## src/rtl/id_pkg.sv

```systemverilog
// Shared decode definitions for the ID stage: opcodes, ALU classes,
// hazard sequencer states and the control bundle carried into EX.
package id_pkg;

   localparam logic [5:0] OP_R    = 6'b000000;
   localparam logic [5:0] OP_LW   = 6'b100011;
   localparam logic [5:0] OP_SW   = 6'b101011;
   localparam logic [5:0] OP_ADDI = 6'b001000;
   localparam logic [5:0] OP_BEQ  = 6'b000100;
   localparam logic [5:0] OP_BNE  = 6'b000101;
   localparam logic [5:0] OP_J    = 6'b000010;

   typedef enum logic [1:0] {
      ALU_ADD = 2'b00,
      ALU_BR  = 2'b01,
      ALU_R   = 2'b10
   } alu_op_e;

   typedef enum logic {
      ST_RUN   = 1'b0,
      ST_STALL = 1'b1
   } state_e;

   typedef struct packed {
      logic    reg_write;
      logic    mem_to_reg;
      logic    mem_read;
      logic    mem_write;
      logic    alu_src;
      alu_op_e alu_op;
   } ex_ctrl_t;

   typedef struct packed {
      ex_ctrl_t ex;
      logic     is_beq;
      logic     is_bne;
      logic     is_j;
      logic     use_rs;
      logic     use_rt;
      logic     dest_rd;
      logic     dest_rt;
   } dec_t;

   // Unknown opcodes fall through with every field cleared, i.e. a NOP.
   function automatic dec_t decode(input logic [5:0] op);
      dec_t d;
      d = '0;
      case (op)
         OP_R: begin
            d.ex.reg_write = 1'b1;
            d.ex.alu_op    = ALU_R;
            d.use_rs       = 1'b1;
            d.use_rt       = 1'b1;
            d.dest_rd      = 1'b1;
         end
         OP_LW: begin
            d.ex.reg_write  = 1'b1;
            d.ex.mem_to_reg = 1'b1;
            d.ex.mem_read   = 1'b1;
            d.ex.alu_src    = 1'b1;
            d.ex.alu_op     = ALU_ADD;
            d.use_rs        = 1'b1;
            d.dest_rt       = 1'b1;
         end
         OP_SW: begin
            d.ex.mem_write = 1'b1;
            d.ex.alu_src   = 1'b1;
            d.ex.alu_op    = ALU_ADD;
            d.use_rs       = 1'b1;
            d.use_rt       = 1'b1;
         end
         OP_ADDI: begin
            d.ex.reg_write = 1'b1;
            d.ex.alu_src   = 1'b1;
            d.ex.alu_op    = ALU_ADD;
            d.use_rs       = 1'b1;
            d.dest_rt      = 1'b1;
         end
         OP_BEQ: begin
            d.ex.alu_op = ALU_BR;
            d.is_beq    = 1'b1;
            d.use_rs    = 1'b1;
            d.use_rt    = 1'b1;
         end
         OP_BNE: begin
            d.ex.alu_op = ALU_BR;
            d.is_bne    = 1'b1;
            d.use_rs    = 1'b1;
            d.use_rt    = 1'b1;
         end
         OP_J:    d.is_j = 1'b1;
         default: d = '0;
      endcase
      return d;
   endfunction

endpackage

```

## src/rtl/id_regfile.sv

```systemverilog
// Register file with two combinational read ports; a same-cycle write to a
// matching non-zero index is bypassed onto the read data. Index 0 reads zero.
module id_regfile #(
   parameter int DATA_WIDTH     = 32,
   parameter int REG_ADDR_WIDTH = 5,
   parameter int NUM_REGS       = 32
) (
   input  logic                      clk,
   input  logic                      reset,
   input  logic                      we,
   input  logic [REG_ADDR_WIDTH-1:0] waddr,
   input  logic [DATA_WIDTH-1:0]     wdata,
   input  logic [REG_ADDR_WIDTH-1:0] raddr1,
   input  logic [REG_ADDR_WIDTH-1:0] raddr2,
   output logic [DATA_WIDTH-1:0]     rdata1,
   output logic [DATA_WIDTH-1:0]     rdata2
);

   logic [DATA_WIDTH-1:0]               regs [NUM_REGS];
   logic [1:0][REG_ADDR_WIDTH-1:0]      raddr;
   logic [1:0][DATA_WIDTH-1:0]          rdata;

   always_ff @(posedge clk) begin
      if (reset) begin
         for (int i = 0; i < NUM_REGS; i++) regs[i] <= '0;
      end else if (we && waddr != '0) begin
         regs[waddr] <= wdata;
      end
   end

   assign raddr[0] = raddr1;
   assign raddr[1] = raddr2;

   for (genvar p = 0; p < 2; p++) begin : g_rd
      assign rdata[p] = (raddr[p] == '0)               ? '0    :
                        (we && waddr == raddr[p])      ? wdata :
                                                         regs[raddr[p]];
   end

   assign rdata1 = rdata[0];
   assign rdata2 = rdata[1];

endmodule

```

## src/rtl/id_stage_pipelined.sv

```systemverilog
// Decode stage: register file, main decoder, in-ID branch/jump resolution
// with EX/MEM forwarding, load-use/branch hazard sequencer and ID/EX register.
module id_stage_pipelined
   import id_pkg::*;
#(
   parameter int PC_WIDTH       = 10,
   parameter int DATA_WIDTH     = 32,
   parameter int REG_ADDR_WIDTH = 5,
   parameter int NUM_REGS       = 32
) (
   input  logic                      clk,
   input  logic                      reset,
   input  logic                      if_id_valid,
   input  logic [PC_WIDTH-1:0]       pc_plus4,
   input  logic [31:0]               instr,
   input  logic                      mem_wb_reg_write,
   input  logic [REG_ADDR_WIDTH-1:0] mem_wb_write_reg_addr,
   input  logic [DATA_WIDTH-1:0]     mem_wb_write_back_data,
   input  logic                      ex_mem_reg_write,
   input  logic                      ex_mem_mem_read,
   input  logic [REG_ADDR_WIDTH-1:0] ex_mem_write_reg_addr,
   input  logic [DATA_WIDTH-1:0]     ex_mem_alu_result,
   input  logic                      ex_hold,
   input  logic                      kill,
   output logic                      stall_if,
   output logic                      flush_if,
   output logic                      branch_taken,
   output logic                      jump,
   output logic [PC_WIDTH-1:0]       branch_address,
   output logic [PC_WIDTH-1:0]       jump_address,
   output logic                      id_ex_valid,
   output logic                      id_ex_mem_to_reg,
   output logic                      id_ex_mem_read,
   output logic                      id_ex_mem_write,
   output logic                      id_ex_alu_src,
   output logic                      id_ex_reg_write,
   output logic [1:0]                id_ex_alu_op,
   output logic [DATA_WIDTH-1:0]     id_ex_reg1,
   output logic [DATA_WIDTH-1:0]     id_ex_reg2,
   output logic [DATA_WIDTH-1:0]     id_ex_imm,
   output logic [REG_ADDR_WIDTH-1:0] id_ex_rs,
   output logic [REG_ADDR_WIDTH-1:0] id_ex_rt,
   output logic [REG_ADDR_WIDTH-1:0] id_ex_dest
);

   typedef struct packed {
      logic                      valid;
      ex_ctrl_t                  ctrl;
      logic [DATA_WIDTH-1:0]     reg1;
      logic [DATA_WIDTH-1:0]     reg2;
      logic [DATA_WIDTH-1:0]     imm;
      logic [REG_ADDR_WIDTH-1:0] rs;
      logic [REG_ADDR_WIDTH-1:0] rt;
      logic [REG_ADDR_WIDTH-1:0] dest;
   } id_ex_t;

   logic [5:0]                opcode;
   logic [REG_ADDR_WIDTH-1:0] rs, rt, rd, dest;
   logic [DATA_WIDTH-1:0]     imm, rf_rs, rf_rt, op_a, op_b;
   dec_t                      dec;
   logic                      active, is_branch, eq, go;
   logic                      h1, h2, h3, hazard, bubble;
   state_e                    state, state_nx;
   id_ex_t                    id_ex, id_ex_nx;

   assign opcode = instr[31:26];
   assign rs     = REG_ADDR_WIDTH'(instr[25:21]);
   assign rt     = REG_ADDR_WIDTH'(instr[20:16]);
   assign rd     = REG_ADDR_WIDTH'(instr[15:11]);
   assign imm    = {{(DATA_WIDTH-16){instr[15]}}, instr[15:0]};
   assign dec    = decode(opcode);
   assign dest   = dec.dest_rd ? rd : (dec.dest_rt ? rt : '0);

   id_regfile #(
      .DATA_WIDTH     (DATA_WIDTH),
      .REG_ADDR_WIDTH (REG_ADDR_WIDTH),
      .NUM_REGS       (NUM_REGS)
   ) u_regfile (
      .clk    (clk),
      .reset  (reset),
      .we     (mem_wb_reg_write),
      .waddr  (mem_wb_write_reg_addr),
      .wdata  (mem_wb_write_back_data),
      .raddr1 (rs),
      .raddr2 (rt),
      .rdata1 (rf_rs),
      .rdata2 (rf_rt)
   );

   // EX/MEM ALU results beat the MEM/WB bypass already folded into rf_*.
   // Loads in EX/MEM are not forwardable here; H3 stalls them out instead.
   always_comb begin
      op_a = rf_rs;
      op_b = rf_rt;
      if (ex_mem_reg_write && !ex_mem_mem_read && ex_mem_write_reg_addr != '0) begin
         if (ex_mem_write_reg_addr == rs) op_a = ex_mem_alu_result;
         if (ex_mem_write_reg_addr == rt) op_b = ex_mem_alu_result;
      end
   end

   assign eq        = (op_a == op_b);
   assign active    = if_id_valid & ~kill;
   assign is_branch = dec.is_beq | dec.is_bne;

   assign h1 = id_ex.ctrl.mem_read & (id_ex.dest != '0) &
               ((dec.use_rs & (id_ex.dest == rs)) | (dec.use_rt & (id_ex.dest == rt)));
   assign h2 = is_branch & id_ex.ctrl.reg_write & (id_ex.dest != '0) &
               ((id_ex.dest == rs) | (id_ex.dest == rt));
   assign h3 = is_branch & ex_mem_mem_read & (ex_mem_write_reg_addr != '0) &
               ((ex_mem_write_reg_addr == rs) | (ex_mem_write_reg_addr == rt));
   assign hazard = active & (h1 | h2 | h3);

   always_ff @(posedge clk) begin
      if (reset) state <= ST_RUN;
      else       state <= state_nx;
   end

   // Stall is raised in the same cycle the hazard is seen so the dependent
   // instruction never leaves ID; the state records that a stall is in progress.
   always_comb begin
      state_nx = state;
      stall_if = 1'b0;
      if (reset) begin
         state_nx = ST_RUN;
      end else if (ex_hold) begin
         stall_if = 1'b1;
      end else begin
         case (state)
            ST_RUN: begin
               if (hazard) begin
                  state_nx = ST_STALL;
                  stall_if = 1'b1;
               end
            end
            ST_STALL: begin
               if (hazard) stall_if = 1'b1;
               else        state_nx = ST_RUN;
            end
            default: state_nx = ST_RUN;
         endcase
      end
   end

   assign go             = ~reset & active & ~stall_if;
   assign branch_taken   = go & ((dec.is_beq & eq) | (dec.is_bne & ~eq));
   assign jump           = go & dec.is_j;
   assign flush_if       = branch_taken | jump;
   assign branch_address = pc_plus4 + {imm[PC_WIDTH-3:0], 2'b00};
   assign jump_address   = {instr[PC_WIDTH-3:0], 2'b00};

   assign bubble = ~active | hazard;

   always_comb begin
      id_ex_nx.valid = 1'b1;
      id_ex_nx.ctrl  = dec.ex;
      id_ex_nx.reg1  = rf_rs;
      id_ex_nx.reg2  = rf_rt;
      id_ex_nx.imm   = imm;
      id_ex_nx.rs    = rs;
      id_ex_nx.rt    = rt;
      id_ex_nx.dest  = dest;
      if (bubble) begin
         id_ex_nx.valid = 1'b0;
         id_ex_nx.ctrl  = '0;
      end
   end

   always_ff @(posedge clk) begin
      if (reset)         id_ex <= '0;
      else if (!ex_hold) id_ex <= id_ex_nx;
   end

   assign id_ex_valid      = id_ex.valid;
   assign id_ex_mem_to_reg = id_ex.ctrl.mem_to_reg;
   assign id_ex_mem_read   = id_ex.ctrl.mem_read;
   assign id_ex_mem_write  = id_ex.ctrl.mem_write;
   assign id_ex_alu_src    = id_ex.ctrl.alu_src;
   assign id_ex_reg_write  = id_ex.ctrl.reg_write;
   assign id_ex_alu_op     = id_ex.ctrl.alu_op;
   assign id_ex_reg1       = id_ex.reg1;
   assign id_ex_reg2       = id_ex.reg2;
   assign id_ex_imm        = id_ex.imm;
   assign id_ex_rs         = id_ex.rs;
   assign id_ex_rt         = id_ex.rt;
   assign id_ex_dest       = id_ex.dest;

endmodule

```

## config.mk

```make
export PLATFORM = sky130hd
export DESIGN_NAME = id_stage_pipelined
export DESIGN_NICKNAME = d
export VERILOG_FILES = /design/src/rtl/id_pkg.sv /design/src/rtl/id_regfile.sv /design/src/rtl/id_stage_pipelined.sv
export SDC_FILE = /design/constraint.sdc
export NUM_CORES = 2
export LEC_CHECK = 0
export CORE_AREA = 3 3 348 350
export CTS_CLUSTER_SIZE = 20
export DETAILED_ROUTE_END_ITERATION = 10
export DIE_AREA = 0 0 351 353
export MAX_ROUTING_LAYER = met4
export PLACE_DENSITY = 0.74
export SLEW_MARGIN = 5
export SYNTH_ARGS = -nofsm -noshare
export SYNTH_HDL_FRONTEND = slang
export SYNTH_SLANG_ARGS = --single-unit
```

## constraint.sdc

```tcl
create_clock -name clk -period 3.8 [get_ports clk]
set_clock_uncertainty 0.05 [all_clocks]
set_input_delay 0.57 -clock clk [delete_from_list [all_inputs] [get_ports clk]]
set_output_delay 0.57 -clock clk [all_outputs]
set_load 0.02 [all_outputs]
```

# Word-level counts from Yosys, hierarchy flattened
# Memories as Yosys holds them, arrays and structs flattened.
# Index checks and enable logic that the tools add are counted.
[word_totals] register_bits=103 latch_bits=0 mem_bits_rw=1024 romBits=0 input_bits=124 output_inout_bits=143 elab_cells=113 mem_count=1
[mem_list] memory="u_regfile.regs" depth=32 width=32 rd=2 rd_ports_with_merged_regs=0 wr=32 line_no="id_regfile.sv:19" rtl="logic [DATA_WIDTH-1:0] regs [NUM_REGS];"
[op_classes] addsub=1 multipliers=0 div_mod_pow=0 magnitude_cmp=0 n_eq_ne=13 shifts=0 muxes=34 n_bitwise=32 reduce_logical=19
[op_table] op="2-to-1 mux 32 bit" n=9
[op_table] op="equality test 32 bit" n=1
[op_table] op="OR reduction 32 bit" n=1
[op_table] op="equality test 5 bit" n=6
[op_table] op="2-to-1 mux 1 bit" n=19
[op_table] op="AND 1 bit" n=18
[op_table] op="2-to-1 mux 5 bit" n=3
[op_table] op="nonzero test 5 bit" n=3
[op_table] op="equality test 6 x 3 -> 1 bit, second input constant" n=2
[op_table] op="equality test 6 bit, second input constant" n=2
[op_table] op="adder 10 bit" n=1
[op_table] op="zero test 5 bit" n=2
[op_table] op="OR 1 bit" n=9
[op_table] op="2-to-1 mux 8 bit" n=1
[op_table] op="equality test 6 x 2 -> 1 bit, second input constant" n=1
[op_table] op="equality test 6 x 4 -> 1 bit, second input constant" n=1
[op_table] op="zero test 6 bit" n=1
[op_table] op="OR reduction 3 bit" n=2
[op_table] op="OR reduction 6 bit" n=1
[op_table] op="logical AND 1 bit" n=5
[op_table] op="inverter 1 bit" n=5
[op_table] op="one-hot mux 2 bit (2 select lines)" n=1
[op_table] op="OR reduction 2 bit" n=2
[op_table] op="OR reduction 4 bit" n=1
[op_table] op="2 further kinds" n=2

# Logic depth before layout (Yosys ltp)
[depth] ltp_word=16 mapped_depth=18 depth_no_buf=12

# By module
# Synthesis repeated with hierarchy kept, for this count alone.
[unflattened] cells_unflattened=4564 hier_area_um2=61338.8
[by_module_without_submodules] module="id_regfile" n_inst=1 cells_per_inst=3802 area_per_inst_um2=55061.6 seq_area_each_um2=30749.5
[by_module_without_submodules] module="id_stage_pipelined" n_inst=1 cells_per_inst=762 area_per_inst_um2=6277.3 seq_area_each_um2=2042.0

# Worst setup path before layout
# Ideal clock, no wire load.
[synth_path] kind="input port to output port" from="input port instr[17]" to="output port branch_taken" t_arrival_ps=3667 t_required_ps=3180 slack_ps=-487 stages=16 path_buffers=4 path_cell_list="buf_6 -> buf_6 -> buf_2 -> buf_2 -> mux4_2 -> o22ai_1 -> nor3_1 -> a211oi_1 -> o21ai_1 -> a21o_1 -> nand4_1 -> o211ai_1 -> a2111oi_0 -> and4b_1 -> nand4_1 -> a21oi_1"
[synth_via] elab_chain_len=13 word_cells_on_any_way=31 classes_between="eq/ne: 4; mux: 7; bitwise: 17; reduce/logical: 2; memory: 1"
[synth_rtl] element="from (decl)" line_no="id_stage_pipelined.sv:15" rtl="input logic [31:0] instr,"
[synth_rtl] element="parallel branches: the longest is 12 deep, another holds memory (32 x 32 bit)"
[synth_rtl] element="AND 1 bit (*)" line_no="id_stage_pipelined.sv:145" rtl="assign branch_taken = go & ((dec.is_beq & eq) | (dec.is_bne & ~eq));"
[synth_rtl] element="to (decl)" line_no="id_stage_pipelined.sv:27" rtl="output logic branch_taken,"
# Every way passes the cells marked *.

# Worst setup path in the final report
[layout_path] from="input port instr[22]" to="output port branch_taken"
[layout_via] elab_chain_len=13 word_cells_on_any_way=31 classes_between="eq/ne: 4; mux: 7; bitwise: 17; reduce/logical: 2; memory: 1"
[layout_rtl] element="parallel branches: the longest is 12 deep, another holds memory (32 x 32 bit)"
[layout_rtl] element="AND 1 bit (*)" line_no="id_stage_pipelined.sv:145"
# Marks and branches as above.

==> results.md <==
- GRT Util Overall: between 40% and 50%
- First-pass GRT wire length: roughly 380000 µm
- Outcome: finished, violations left
- Total Power: approximately 0.033 W
- EDFF count, synth: about 1000
- Clk buf depth: 3
- Reg-to-Reg Start: u_regfile.regs[23][5]$_SDFFCE_PN0P_
- Hold crit path type: input port to flip-flop
- Area share of the largest cell type after synthesis: roughly half
- Flop pwr share: 43.9%
- DP HPWL: between 150000 and 200000 µm
- Crit path capture type: primary output
- DR vias/cell: slightly below 7
- NumNets Final: between 5000 and 6000
- Crit path from: instr[22]
- Num CTS Buffers: 120
- Final Cycle Share: 130%
- CTS root buffer: clkbuf_16
- CTS H-Tree Depth: 3
- Mapped Avg Cell Area: 13.1 µm²
- Wire per inst: 37.5 µm
- Max-cap violations: 0
- Yosys reg bits: around 1100
- TritonCTS clock tree: done
- Seq/Total Area, Yosys: 52.4%
- Design Area, Final: 79000 µm²
- Sw Share: between 20% and 30%
- Synthesized area: ~63000 µm²
- CP arrival: between 4 and 5 ns
- Area grow syn2layout: 26.2%
- RSZ-0062 raised after global routing: yes
- Final GP Congestion: approximately 1.1
- Vias in the first global route: ~48000
- Initial Util: approximately 53%
- DRC Markers: 0
- Worst reg2reg endpoint: id_ex_reg2[5]$_SDFFE_PP0N_
- Worst-Margin Slew: ~0.96 ns
- CP max FO: 16
- Pleak: approximately 30 nW
- Clk_lat worst skew: about 0.75 ns
- Max FFs per register: approximately 1000
- Library cells used by synthesis: 97
- Slew margin rel.: 35.9%
- Setup TNS Final: -2.27 ns
- Pwr dens: 421 nW/µm²
- Die Y-Extent: roughly 350 µm
- DR iter-0 viols: between 9000 and 10000
- Clock power share: 36.7%
- Largest net degree at the start of global routing: 93
- Yosys Warn Count: 0
- WS Path Type: input port to primary output
- DR vias: just over 50000
- Crit path to: branch_taken
- Commonest non-fill, non-tap cells in the layout: edfxtp_1, and2_1, buf_4
- Setup violations, final: 2
- Gate power share: between 10% and 20%
- Dominant cell type by area after synthesis: edfxtp_1
- Final hold viol count: 0
- Min Clock Period, post-route: just under 5 ns
- Commonest non-fill, non-tap cell in the layout: edfxtp_1
- Row cnt: 126
- Maximum clock frequency: between 0.2 and 0.25 GHz
- Hold Path Stages: 5
- Cell-internal power: between 0.02 and 0.025 W
- P_sw: around 0.0093 W
- PnR worst setup slack: -1.14 ns
- CP required: ~3.2 ns
- Layout cell share with drive strength beyond 1: approximately a third
- I/O pin count: 267
- Top cells by area, synth: edfxtp_1, mux4_2, and2_1, mux2i_1, dfxtp_1
- Initial antenna violation count: 21
- Worst-path clk slew: approximately 0.06 ns
- Peak supply drop: ~0.43 mV
- Port buffer count: 260
- Biggest register: u_regfile.regs
- Failing checks: setup timing
- Worst setup SP type: input port
- Die X-Extent: roughly 350 µm
- Pins Over Slew Limit: 0
- DP Area: between 70000 and 80000 µm²
- Total wire length: 276000 µm
- GRT overflow: 0
- Synth Flop Type: edfxtp_1
- Full die area: approximately 120000 µm²
- Setup slack, reg-to-reg: roughly 0.93 ns
- TritonRoute pass-1 iters: 6
- Synth async-reset ratio: 0%
- Pre-CTS setup slack: -2.00 ns
- R2r worst-path depth: 9
- Clock sinks: ~1100
- WHS: 0.284 ns
- Post-Syn Instances: around 4800
- Core Area: 118000 µm²
- Number of nets with antenna violations after routing: 0
## routing by layer
metal  vias up  global-route usage, %  wire, µm
met4         0                   22.0     16800
li1      20000                      -         -
met5         -                      -         0
met3       905                   16.7     47100
met1     25300                   58.6     96000
met2      4829                   62.5    116000
## worst min-delay path by stage
stage                            startpoint  slack [ns]                      endpoint
2_1_floorplan  id_ex_alu_op[0]$_SDFFE_PP0N_        0.47  id_ex_alu_op[0]$_SDFFE_PP0N_
3_3_place_gp       id_ex_valid$_SDFFE_PP0N_        0.38      id_ex_valid$_SDFFE_PP0N_
3_5_place_dp     id_ex_alu_src$_SDFFE_PP0N_        0.40    id_ex_alu_src$_SDFFE_PP0N_
4_1_cts                             ex_hold        0.24      id_ex_valid$_SDFFE_PP0N_
5_1_grt                             ex_hold        0.30      id_ex_valid$_SDFFE_PP0N_
6_report                            ex_hold        0.28      id_ex_valid$_SDFFE_PP0N_
## area by class of cell
cell class | count | area, µm²
Fill cell | 8605 | 39100
Antenna cell | 13 | 32.5
Tap cell | 1536 | 1920
Sequential cell | 1126 | 32800
Multi-Input combinational cell | 3150 | 28100
Clock buffer | 151 | 3330
Timing Repair Buffer | 1288 | 12000
Clock inverter | 74 | 702
Inverter | 28 | 106
## timing repair
| item | in CTS | in global routing |
|---|---|---|
| gates resized for setup | 142 | 109 |
| setup endpoints to repair | 4 | 6 |
| hold buffers | 0 | 0 |
| pin swaps | 33 | 52 |
| hold endpoints to repair | 0 | 0 |
| setup buffers | 18 | 28 |
| gates cloned | 2 | 2 |
## power groups by stage
stage / clock, W / sequential (W) / combinational, W
after floorplan: 0 / 0.0148 / 0.00281
after global placement: 0 / 0.0148 / 0.00590
after detailed placement: 0 / 0.0148 / 0.00594
after CTS: 0.0122 / 0.0146 / 0.00610
after global routing: 0.0126 / 0.0146 / 0.00657
final: 0.0122 / 0.0146 / 0.00648
## worst max-delay path, stage by stage
cell      delay [ns]
buf_8           0.13
buf_12          0.21
nor2b_2         0.34
buf_12          0.24
a22oi_1         0.13
a21oi_2         0.38
o211ai_1        0.35
o221ai_1        0.30
buf_4           0.18
a221o_1         0.15
nand2_2         0.09
a22o_1          0.25
nor4_4          0.38
nand4_1         0.22
a21oi_4         0.20
buf_6           0.14
## through the flow
stage | util (%) | cells
finish | 66.9 | 7366
global route | 66.9 | 7362
CTS | 66.2 | 7325
detailed placement | 62.2 | 7080
global placement | 62.2 | 7080
floorplan | - | 4807
## cells in the mapped netlist (7+ instances only)
| library cell | count |
|---|---|
| o221ai_1 | 17 |
| nand3_1 | 40 |
| nand2_1 | 126 |
| nor2_1 | 245 |
| o2bb2ai_1 | 9 |
| a22o_1 | 18 |
| inv_1 | 26 |
| buf_4 | 72 |
| and2_1 | 943 |
| nor3b_1 | 7 |
| nor3_1 | 130 |
| a21oi_1 | 135 |
| a32oi_1 | 9 |
| a211oi_1 | 25 |
| or2_2 | 37 |
| or3_1 | 14 |
| buf_6 | 50 |
| nand3b_1 | 7 |
| a221o_1 | 35 |
| o21ai_0 | 70 |
| a31oi_1 | 24 |
| xor2_1 | 20 |
| a221oi_1 | 52 |
| a2111oi_0 | 8 |
| and3_1 | 11 |
| o22ai_1 | 43 |
| nand2b_1 | 15 |
| buf_2 | 64 |
| mux4_2 | 379 |
| buf_1 | 19 |
| a31o_2 | 9 |
| clkbuf_1 | 293 |
| mux2_2 | 19 |
| edfxtp_1 | 1024 |
| mux2i_1 | 353 |
| a22oi_1 | 74 |
| ha_1 | 7 |
| o22a_1 | 8 |
| nor2b_1 | 29 |
| xnor2_1 | 44 |
| a21o_1 | 7 |
| o211ai_1 | 22 |
| dfxtp_1 | 102 |
| o31ai_1 | 11 |
## cell families after synthesis
family,Yosys count,synth area share (%)
XOR/XNOR,65,0.922
flip-flops,1126,52.4
AO/OA/AOI/OAI,645,7.41
buffers and inverters,531,4.44
multiplexers,756,19.8
other,1,0.00600
AND/OR/NAND/NOR,1642,14.8
adder cells (fa/ha/maj),8,0.172
No activity file was read; power rests on OpenSTA's default activity.
